`src/rtl/huffman_decode_pkg.sv`:
```
// rtl/huffman_decode_pkg.sv - shared constants and state encodings for the Huffman decoder
package huffman_decode_pkg;

  localparam int NSYM_DEF   = 10;
  localparam int MAXLEN_DEF = 9;
  localparam int CNTW_DEF   = 9;
  localparam int SYMW       = 4;
  localparam int LENW       = 4;

  localparam logic [1:0] ST_IDLE   = 2'd0;
  localparam logic [1:0] ST_DECODE = 2'd1;
  localparam logic [1:0] ST_ERROR  = 2'd2;

endpackage

```
`src/rtl/huffman_decode_if.sv`:
```
// rtl/huffman_decode_if.sv - table load, bitstream and symbol output signal bundle
interface huffman_decode_if
  import huffman_decode_pkg::*;
#(
  parameter int MAXLEN = MAXLEN_DEF,
  parameter int CNTW   = CNTW_DEF
);

  logic              Tbl_we;
  logic [SYMW-1:0]   Tbl_sym;
  logic [MAXLEN-1:0] Tbl_code;
  logic [LENW-1:0]   Tbl_len;
  logic              Start;
  logic              End;
  logic              Bit_in;
  logic              Bit_valid;
  logic [SYMW-1:0]   Sym_out;
  logic              Sym_valid;
  logic [CNTW-1:0]   Sym_cnt;
  logic              Busy;
  logic              Err;

  modport master (
    output Tbl_we, Tbl_sym, Tbl_code, Tbl_len, Start, End, Bit_in, Bit_valid,
    input  Sym_out, Sym_valid, Sym_cnt, Busy, Err
  );

  modport slave (
    input  Tbl_we, Tbl_sym, Tbl_code, Tbl_len, Start, End, Bit_in, Bit_valid,
    output Sym_out, Sym_valid, Sym_cnt, Busy, Err
  );

endinterface

```
`src/rtl/huffman_match.sv`:
```
// rtl/huffman_match.sv - parallel codeword compare with lowest-index priority
module huffman_match
  import huffman_decode_pkg::*;
#(
  parameter int NSYM   = NSYM_DEF,
  parameter int MAXLEN = MAXLEN_DEF
) (
  input  logic [MAXLEN-1:0]            acc_next,
  input  logic [LENW-1:0]              n_next,
  input  logic [NSYM-1:0][MAXLEN-1:0]  code,
  input  logic [NSYM-1:0][LENW-1:0]    len,
  output logic                         hit,
  output logic [SYMW-1:0]              idx
);

  logic [MAXLEN-1:0] mask;

  // Only the low n_next bits of the accumulator hold the codeword in flight
  always_comb begin
    mask = '0;
    for (int b = 0; b < MAXLEN; b++) begin
      mask[b] = (b < int'(n_next));
    end
  end

  // Scan from the top so the lowest matching index is the one left standing
  always_comb begin
    hit = 1'b0;
    idx = '0;
    for (int i = NSYM - 1; i >= 0; i--) begin
      if (len[i] == n_next && ((acc_next ^ code[i]) & mask) == '0) begin
        hit = 1'b1;
        idx = SYMW'(i);
      end
    end
  end

endmodule

```
`src/rtl/huffman_decode.sv`:
```
// rtl/huffman_decode.sv - serial Huffman decoder with code table, FSM and symbol counter
module huffman_decode
  import huffman_decode_pkg::*;
#(
  parameter int NSYM   = NSYM_DEF,
  parameter int MAXLEN = MAXLEN_DEF,
  parameter int CNTW   = CNTW_DEF
) (
  input  logic             Clk_in,
  input  logic             nRst,
  huffman_decode_if.slave  bus
);

  logic [1:0]                      state_q;
  logic [NSYM-1:0][MAXLEN-1:0]     code_q;
  logic [NSYM-1:0][LENW-1:0]       len_q;
  logic [MAXLEN-2:0]               acc_q;
  logic [MAXLEN-1:0]               acc_next;
  logic [LENW-1:0]                 n_q;
  logic [LENW-1:0]                 n_next;
  logic                            hit;
  logic [SYMW-1:0]                 hit_idx;
  logic [SYMW-1:0]                 sym_q;
  logic                            sym_valid_q;
  logic [CNTW-1:0]                 cnt_q;
  logic                            err_q;

  // A stored partial codeword is at most MAXLEN-1 bits, so the top bit only exists in acc_next
  assign acc_next = {acc_q, bus.Bit_in};
  assign n_next   = n_q + LENW'(1);

  huffman_match #(.NSYM(NSYM), .MAXLEN(MAXLEN)) u_match (
    .acc_next (acc_next),
    .n_next   (n_next),
    .code     (code_q),
    .len      (len_q),
    .hit      (hit),
    .idx      (hit_idx)
  );

  // Code table loads only while idle; out-of-range lengths store as unused
  always_ff @(posedge Clk_in or negedge nRst) begin
    if (!nRst) begin
      code_q <= '0;
      len_q  <= '0;
    end else if (state_q == ST_IDLE && bus.Tbl_we && int'(bus.Tbl_sym) < NSYM) begin
      code_q[bus.Tbl_sym] <= bus.Tbl_code;
      len_q[bus.Tbl_sym]  <= (int'(bus.Tbl_len) > MAXLEN) ? '0 : bus.Tbl_len;
    end
  end

  // FSM, bit accumulator, symbol output and saturating counter; Start overrides everything
  always_ff @(posedge Clk_in or negedge nRst) begin
    if (!nRst) begin
      state_q     <= ST_IDLE;
      acc_q       <= '0;
      n_q         <= '0;
      sym_q       <= '0;
      sym_valid_q <= 1'b0;
      cnt_q       <= '0;
      err_q       <= 1'b0;
    end else begin
      sym_valid_q <= 1'b0;
      if (bus.Start) begin
        state_q <= ST_DECODE;
        acc_q   <= '0;
        n_q     <= '0;
        cnt_q   <= '0;
        err_q   <= 1'b0;
      end else begin
        case (state_q)
          ST_DECODE: begin
            if (bus.End) begin
              state_q <= ST_IDLE;
              acc_q   <= '0;
              n_q     <= '0;
              if (n_q != '0) err_q <= 1'b1;
            end else if (bus.Bit_valid) begin
              if (hit) begin
                sym_q       <= hit_idx;
                sym_valid_q <= 1'b1;
                if (cnt_q != '1) cnt_q <= cnt_q + CNTW'(1);
                acc_q       <= '0;
                n_q         <= '0;
              end else if (n_next == LENW'(MAXLEN)) begin
                err_q   <= 1'b1;
                state_q <= ST_ERROR;
                acc_q   <= '0;
                n_q     <= '0;
              end else begin
                acc_q <= acc_next[MAXLEN-2:0];
                n_q   <= n_next;
              end
            end
          end
          ST_ERROR: begin
            if (bus.End) state_q <= ST_IDLE;
          end
          default: state_q <= ST_IDLE;
        endcase
      end
    end
  end

  assign bus.Sym_out   = sym_q;
  assign bus.Sym_valid = sym_valid_q;
  assign bus.Sym_cnt   = cnt_q;
  assign bus.Busy      = (state_q == ST_DECODE);
  assign bus.Err       = err_q;

endmodule

```
`src/flat_wrapper.sv`:
```
// flat-port wrapper written by rule: the top's interface ports become plain ports
module huffman_decode_flat import huffman_decode_pkg::*;
#(
  parameter int NSYM   = NSYM_DEF,
  parameter int MAXLEN = MAXLEN_DEF,
  parameter int CNTW   = CNTW_DEF
)
  (Clk_in, nRst, bus_Tbl_we, bus_Tbl_sym, bus_Tbl_code, bus_Tbl_len, bus_Start, bus_End, bus_Bit_in, bus_Bit_valid, bus_Sym_out, bus_Sym_valid, bus_Sym_cnt, bus_Busy, bus_Err);
  huffman_decode_if #(.MAXLEN(MAXLEN), .CNTW(CNTW)) bus_i ();
  input  logic Clk_in;
  input  logic nRst;
  input wire logic [$bits(bus_i.Tbl_we)-1:0] bus_Tbl_we;
  input wire logic [$bits(bus_i.Tbl_sym)-1:0] bus_Tbl_sym;
  input wire logic [$bits(bus_i.Tbl_code)-1:0] bus_Tbl_code;
  input wire logic [$bits(bus_i.Tbl_len)-1:0] bus_Tbl_len;
  input wire logic [$bits(bus_i.Start)-1:0] bus_Start;
  input wire logic [$bits(bus_i.End)-1:0] bus_End;
  input wire logic [$bits(bus_i.Bit_in)-1:0] bus_Bit_in;
  input wire logic [$bits(bus_i.Bit_valid)-1:0] bus_Bit_valid;
  output wire logic [$bits(bus_i.Sym_out)-1:0] bus_Sym_out;
  output wire logic [$bits(bus_i.Sym_valid)-1:0] bus_Sym_valid;
  output wire logic [$bits(bus_i.Sym_cnt)-1:0] bus_Sym_cnt;
  output wire logic [$bits(bus_i.Busy)-1:0] bus_Busy;
  output wire logic [$bits(bus_i.Err)-1:0] bus_Err;
  assign bus_i.Tbl_we = bus_Tbl_we;
  assign bus_i.Tbl_sym = bus_Tbl_sym;
  assign bus_i.Tbl_code = bus_Tbl_code;
  assign bus_i.Tbl_len = bus_Tbl_len;
  assign bus_i.Start = bus_Start;
  assign bus_i.End = bus_End;
  assign bus_i.Bit_in = bus_Bit_in;
  assign bus_i.Bit_valid = bus_Bit_valid;
  assign bus_Sym_out = bus_i.Sym_out;
  assign bus_Sym_valid = bus_i.Sym_valid;
  assign bus_Sym_cnt = bus_i.Sym_cnt;
  assign bus_Busy = bus_i.Busy;
  assign bus_Err = bus_i.Err;
  huffman_decode #(.NSYM(NSYM), .MAXLEN(MAXLEN), .CNTW(CNTW)) u_core (.Clk_in(Clk_in), .nRst(nRst), .bus(bus_i));
endmodule
```
`config.mk`:
```
export PLATFORM = sky130hd
export DESIGN_NAME = huffman_decode_flat
export DESIGN_NICKNAME = d
export VERILOG_FILES = /design/src/rtl/huffman_decode_pkg.sv /design/src/rtl/huffman_decode_if.sv /design/src/rtl/huffman_match.sv /design/src/rtl/huffman_decode.sv /design/src/flat_wrapper.sv
export SDC_FILE = /design/constraint.sdc
export NUM_CORES = 1
export LEC_CHECK = 0
export ABC_AREA = 1
export CAP_MARGIN = 10
export CORE_AREA = 10 10 129 131
export DETAILED_ROUTE_END_ITERATION = 8
export DIE_AREA = 0 0 139 141
export PLACE_DENSITY = 0.92
export RECOVER_POWER = 50
export SETUP_SLACK_MARGIN = 0.02
export SLEW_MARGIN = 30
export SYNTH_ARGS = -nofsm -noshare
export SYNTH_HDL_FRONTEND = slang
export SYNTH_SLANG_ARGS = --single-unit
```
`constraint.sdc`:
```
create_clock -name Clk_in -period 3.2 [get_ports Clk_in]
set_input_delay 0.64 -clock Clk_in [delete_from_list [all_inputs] [get_ports Clk_in]]
set_output_delay 0.64 -clock Clk_in [all_outputs]
set_load 0.02 [all_outputs]
```
==> qor.csv, run 1 <==
stage;metric;value;unit
timing;setup_viol;0;
power;p_leak;4.90;nW
worst_setup_path;crit_chain;ha_1 -> inv_1 -> nand2_1 -> nand2_1 -> buf_4 -> xor2_1 -> nor2_1 -> nand3_1 -> nor2_1 -> nand3_1 -> nand2_2 -> nor2_4 -> nand3_4 -> nand2_4 -> inv_4 -> nand3b_1 -> nand2_1;
worst_setup_path;cp-start-kind;register;
worst_setup_path;worst_path_dominant_cell_family;simple AND/OR/NAND/NOR gates;
worst_setup_path;cp.buffers_inverters;3;
synth;yosysMostFrequentCell;nand2_1;
synth;netlist.area_leader.share;0.469;
placement;place_congestion;0.966;
synth;yosysTopAreaCell;dfrtp_1;
power;power_density;649;nW/um^2
synth;yosys.cell_types.count;35;
synth;synthCells;1041;
timing;rsz0062_at_grt;yes;
routing;dr.first_iter.drc_count;902;
synth;ys.flop_type;dfrtp_1;
worst_setup_path;path_max_fanout;10;
global_route;grt_pass1_vias;7102;
routing;drtAntennaViolNets;0;
worst_setup_path;r2r_setup_slack;0.20;ns
synth;synth_common_cells;317 x nand2_1, 159 x dfrtp_1, 153 x o21ai_0;
cts;cts_made_buffers;17;
timing;layout_min_cycle_time;3.00;ns
timing;fmax;334;MHz
cts;cts.htree.levels;4;
cts;cts-root-buf;clkbuf_16;
power;peakVddDrop;376;uV
timing;slew_viol_final;81;
routing;wl;22300;um
timing;tns;0;ns
hold_path;hold_path_class;reg2reg;
synth;seq_area_frac_synth;0.469;
die;dieWidth;139;um
routing;post_drt_wl_per_cell;17.5;um
timing;hold_viol;0;
final_layout;fin_util;0.680;
worst_setup_path;cpMostUsedCell;nand2_1;
die;num_rows;44;
synth;syn-num-nets;1072;
routing;dr.pass1.iters;6;
routing;drc_errors;0;
outcome;status;finished, violations left;
synth;avgSynthCellArea;8.14;um^2
cts;cts_sinks;159;
hold_path;min_to;u_core.bus.Sym_out[1];
final_layout;antenna_cells;0;
synth;async_flop_share;1.00;
final_layout;instances_no_fill;1277;
cts;insertion_delay;0.44;ns
die;core;14200;um^2
cts;clockBufferDepth;2;
placement;place_hpwl;14800;um
worst_setup_path;cp-end-kind;register;
synth;synth_edf_count;0;
worst_setup_path;crit_required;3.57;ns
cts;clk_pin_slew;0.06;ns
flow_run;cap_violations;1;
routing;vias;7368;
die;dieArea;19600;um^2
worst_setup_path;critPathMaxStageDelay;0.48;ns
placement;place_ws;0.251;ns
synth;synth.area.top_cells;dfrtp_1 47%, nand2_1 14%, o21ai_0 9.0%;
global_route;grt.overflow.total;0;
timing;tightest_slew;2.03;ns
placement;numPortBuffers;39;
worst_setup_path;r2r_end;u_core.bus.Sym_cnt[3];
synth;yosysWarnings;0;
global_route;antenna_found_initial;0;
global_route;track_usage;0.228;
final_layout;nFillCells;1063;
final_layout;area_growth;14.0;%
worst_setup_path;reg2reg_from;u_core.n_q[0];
cts;cts_tree;done;
routing;vias_per_cell;5.77;
worst_setup_path;r2r_cells;17;
hold_path;hold_start;u_core.bus.Sym_out[1];
final_layout;drive_above_1_share;0.0805;
die;die_h;141;um
timing;finalCritPeriodShare;0.936;
final_layout;final_nets;1111;
placement;placedCellCount;1244;
global_route;grt_pass1_wl;36300;um
hold_path;hold_path_depth;2;
global_route;grt_max_degree;82;
worst_setup_path;cp_slowest_cell;dfrtp_1;
worst_setup_path;worstSetupPathType;reg2reg;
die;initial_core_util;0.597;
worst_setup_path;critPathArrivalTime;3.37;ns
timing;whs;0.487;ns
die;num_io_pins;40;
timing;relSlewSlack;-0.356;
synth;ys_ff_latch;159;
synth;netlist_area;8480;um^2
outcome;violations;capacitance limit, slew limit;
timing;fin_ws;0.205;ns
timing;clock_skew;0.00936;ns
[metal layers]
metal,vias up,share of wire,global-route usage
li1,3424,-,-
met1,3506,0.41,0.291
met2,366,0.47,0.362
met3,72,0.090,0.0527
met4,0,0.031,0.101
met5,-,0,0
[metrics by stage]
stage               power [mW]  cell area [um^2]
finish                    6.27              9660
global route              6.56              9660
CTS                       6.26              9670
detailed placement        4.17              9070
global placement          4.09              9070
floorplan                 3.66              8480
[worst min-delay path, delay by kind of cell (launching register included)]
family	cells	cell delay, ns
flops	1	0.34
compound gates	1	0.06
simple gates	1	0.05
[worst max path at each step]
stage	from	endpoint	slack, ns	depth (start not counted)
detailed placement	u_core.n_q[0]	u_core.acc_q[7]	0.25	14
global placement	bus_Bit_in	u_core.acc_q[7]	0.40	10
CTS	u_core.n_q[0]	u_core.acc_q[7]	0.21	14
floorplan	u_core.n_q[0]	u_core.bus.Sym_cnt[0]	0.43	19
global route	u_core.n_q[0]	u_core.bus.Sym_cnt[4]	0.02	17
finish	u_core.n_q[0]	u_core.bus.Sym_cnt[3]	0.20	17
[cell usage in the layout, fill, tap and decap left out, types with 5 or more instances in the layout]
cell type,n
a21oi_1,9
buf_4,18
clkbuf_16,17
clkdlybuf4s50_1,30
clkinv_2,5
dfrtp_1,159
dlygate4sd3_1,8
ha_1,7
inv_1,62
inv_2,6
nand2_1,317
nand2_2,9
nand3_1,50
nand3b_1,8
nand4_1,14
nor2_1,59
o21ai_0,153
o21ai_1,5
o22ai_1,11
or2_2,6
xnor2_1,19
xor2_1,82
[cell type report]
cell class / instances / area [um^2] / area share
repair buffers: 60 / 548 / 0.0567
multi-input cells: 772 / 4040 / 0.418
clock buffers: 21 / 460 / 0.0476
inverters: 70 / 265 / 0.0275
flip-flops and latches: 159 / 3980 / 0.412
well taps: 184 / 230 / 0.0238
clock inverters: 11 / 139 / 0.0144
[repair_timing]
action | 4_1_cts | 5_1_grt
setup endpoints to repair | 0 | 11
hold buffers | 0 | 0
resized for setup | 0 | 0
buffers inserted | 0 | 1
[state kept, by name (all words and copies together) (netlist names)]
signal / flops
u_core.bus.Sym_valid: 1
u_core.len_q: 40
u_core.acc_q: 8
u_core.n_q: 4
u_core.code_q: 90
u_core.bus.Err: 1
u_core.bus.Sym_out: 4
u_core.state_q: 2
u_core.bus.Sym_cnt: 9
[power breakdown]
part	switching (mW)	leakage [nW]	internal [mW]	total [mW]
clock network	0.822	0.293	1.26	2.08
registers	0.263	2.15	2.32	2.59
logic	0.983	2.46	0.617	1.60
[cell families (layout without fill, tap and decap cells)]
| group | after synthesis | after routing | synth area share |
|---|---|---|---|
| buffers and inverters | 110 | 162 | 0.0539 |
| DFF | 159 | 159 | 0.469 |
| adders and majority gates | 7 | 7 | 0.0103 |
| xor gates and xnor gates | 101 | 101 | 0.104 |
| AOI/OAI and AO/OA | 184 | 184 | 0.114 |
| and+or+nand+nor | 480 | 480 | 0.248 |
No activity file was read; power rests on OpenSTA's default activity.
==> inputs of run 2 (changes only) <==
- GPL_TIMING_DRIVEN: default -> 0
==> qor.csv, run 2 (synthesis results as in run 1) <==
stage;metric;value;unit
timing;fmax;334;MHz
global_route;grt_max_degree;84;
global_route;grt_pass1_wl;38000;um
power;p_leak;4.97;nW
worst_setup_path;cp-start-kind;register;
cts;cts_tree;done;
final_layout;fin_util;0.690;
timing;relSlewSlack;-0.388;
routing;vias_per_cell;5.95;
final_layout;layout_common_cells;317 x nand2_1, 159 x dfrtp_1, 153 x o21ai_0;
timing;hold_viol;0;
final_layout;final_nets;1130;
worst_setup_path;r2r_setup_slack;0.20;ns
cts;clockBufferDepth;2;
cts;cts-root-buf;clkbuf_16;
routing;dr.first_iter.drc_count;987;
cts;insertion_delay;0.44;ns
die;num_rows;44;
worst_setup_path;worstSetupPathType;reg2reg;
global_route;track_usage;0.242;
hold_path;hold_start;u_core.bus.Sym_out[0];
timing;setup_viol;0;
timing;rsz0062_at_grt;no;
worst_setup_path;r2r_cells;18;
timing;slew_viol_final;83;
timing;finalCritPeriodShare;0.936;
hold_path;hold_path_depth;2;
routing;drc_errors;0;
timing;whs;0.485;ns
routing;post_drt_wl_per_cell;18.3;um
final_layout;top_register;u_core.code_q;
die;die_h;141;um
hold_path;hold_path_class;reg2reg;
final_layout;area_growth;15.6;%
placement;dpl_cell_area;9120;um^2
placement;place_ws;-0.456;ns
flow_run;cap_violations;1;
timing;layout_min_cycle_time;3.00;ns
power;power_density;657;nW/um^2
timing;tightest_slew;2.08;ns
placement;numPortBuffers;38;
worst_setup_path;r2r_end;u_core.bus.Sym_cnt[3];
final_layout;drive_above_1_share;0.0818;
power;peakVddDrop;414;uV
global_route;grt_pass1_vias;7416;
outcome;status;finished, violations left;
final_layout;largest_reg_flops;90;
placement;place_hpwl;15700;um
cts;clk_pin_slew;0.06;ns
outcome;violations;capacitance limit, slew limit;
die;dieArea;19600;um^2
worst_setup_path;reg2reg_from;u_core.n_q[0];
placement;place_congestion;0.971;
die;num_io_pins;40;
worst_setup_path;critPathArrivalTime;3.37;ns
timing;fin_ws;0.204;ns
routing;drtAntennaViolNets;0;
hold_path;min_to;u_core.bus.Sym_out[0];
cts;cts.htree.levels;4;
die;initial_core_util;0.597;
cts;cts_sinks;159;
worst_setup_path;path_max_fanout;18;
routing;dr.pass1.iters;6;
worst_setup_path;cp-end-kind;register;
die;dieWidth;139;um
routing;vias;7706;
final_layout;antenna_cells;0;
timing;tns;0;ns
final_layout;final_common_cell;nand2_1;
die;core;14200;um^2
final_layout;fin_area;9800;um^2
global_route;antenna_found_initial;0;
routing;wl;23700;um
worst_setup_path;crit_required;3.57;ns
global_route;grt.overflow.total;0;
timing;clock_skew;0.00955;ns
cts;cts_made_buffers;17;
-- run 2: area by class of cell --
type                       instances  area, um^2
multi-input combinational        772        4050
tap                              184         230
sequential                       159        3980
inverter                          70         268
buffer                            39         210
clock inverter                    12         190
timing repair buffer              40         423
clock buffer                      20         447
fill                            1029        4400
-- run 2: through the flow --
stage	power, mW	std cells
final	6.44	1296
after CTS	6.40	1297
after global routing	6.74	1296
after global placement	4.09	1263
after floorplan	3.66	1041
after detailed placement	4.16	1264
-- run 2: worst max-delay path by stage --
stage / from / to / slack (ns)
after global placement: nRst / u_core.code_q[41] / -4.87
after global routing: u_core.n_q[1] / u_core.acc_q[0] / 0.04
after CTS: u_core.n_q[0] / u_core.acc_q[0] / 0.05
final: u_core.n_q[0] / u_core.bus.Sym_cnt[3] / 0.20
after floorplan: u_core.n_q[0] / u_core.bus.Sym_cnt[0] / 0.43
after detailed placement: u_core.n_q[0] / u_core.acc_q[0] / -0.46
-- run 2: power by group --
| group | switching [mW] | total (mW) | internal (mW) |
|---|---|---|---|
| Combinational | 1.02 | 1.66 | 0.639 |
| Clock | 0.820 | 2.22 | 1.40 |
| Sequential | 0.235 | 2.56 | 2.32 |
-- run 2: what timing repair did --
action / 4_1_cts / 5_1_grt
gates cloned: 0 / 0
gates resized for setup: 6 / 7
pin swaps: 1 / 0
endpoints found under the setup margin: 29 / 28
hold buffers: 0 / 0
buffers inserted: 1 / 0
-- run 2: worst max-delay path: stages (launching register included) --
cell and delay, ns:
dfrtp_1 0.42, buf_12 0.19, inv_1 0.12, ha_1 0.34, buf_6 0.17, inv_4 0.15, or2_2 0.15, nand4_1 0.11
nor2_2 0.16, nand2_1 0.06, nor2_1 0.20, nand3_2 0.15, nand2_2 0.12, nor2_4 0.05, nand3_4 0.11, nand2_4 0.11
inv_4 0.14, nand3b_1 0.08, nand2_1 0.07
-- run 2: metal layers --
metal  GRT usage  wire length, um  vias up
li1            -                -     3482
met1       0.288             9140     3684
met2       0.391            11200      450
met3      0.0648             2340       90
met4       0.135              971        0
met5           0                0        -
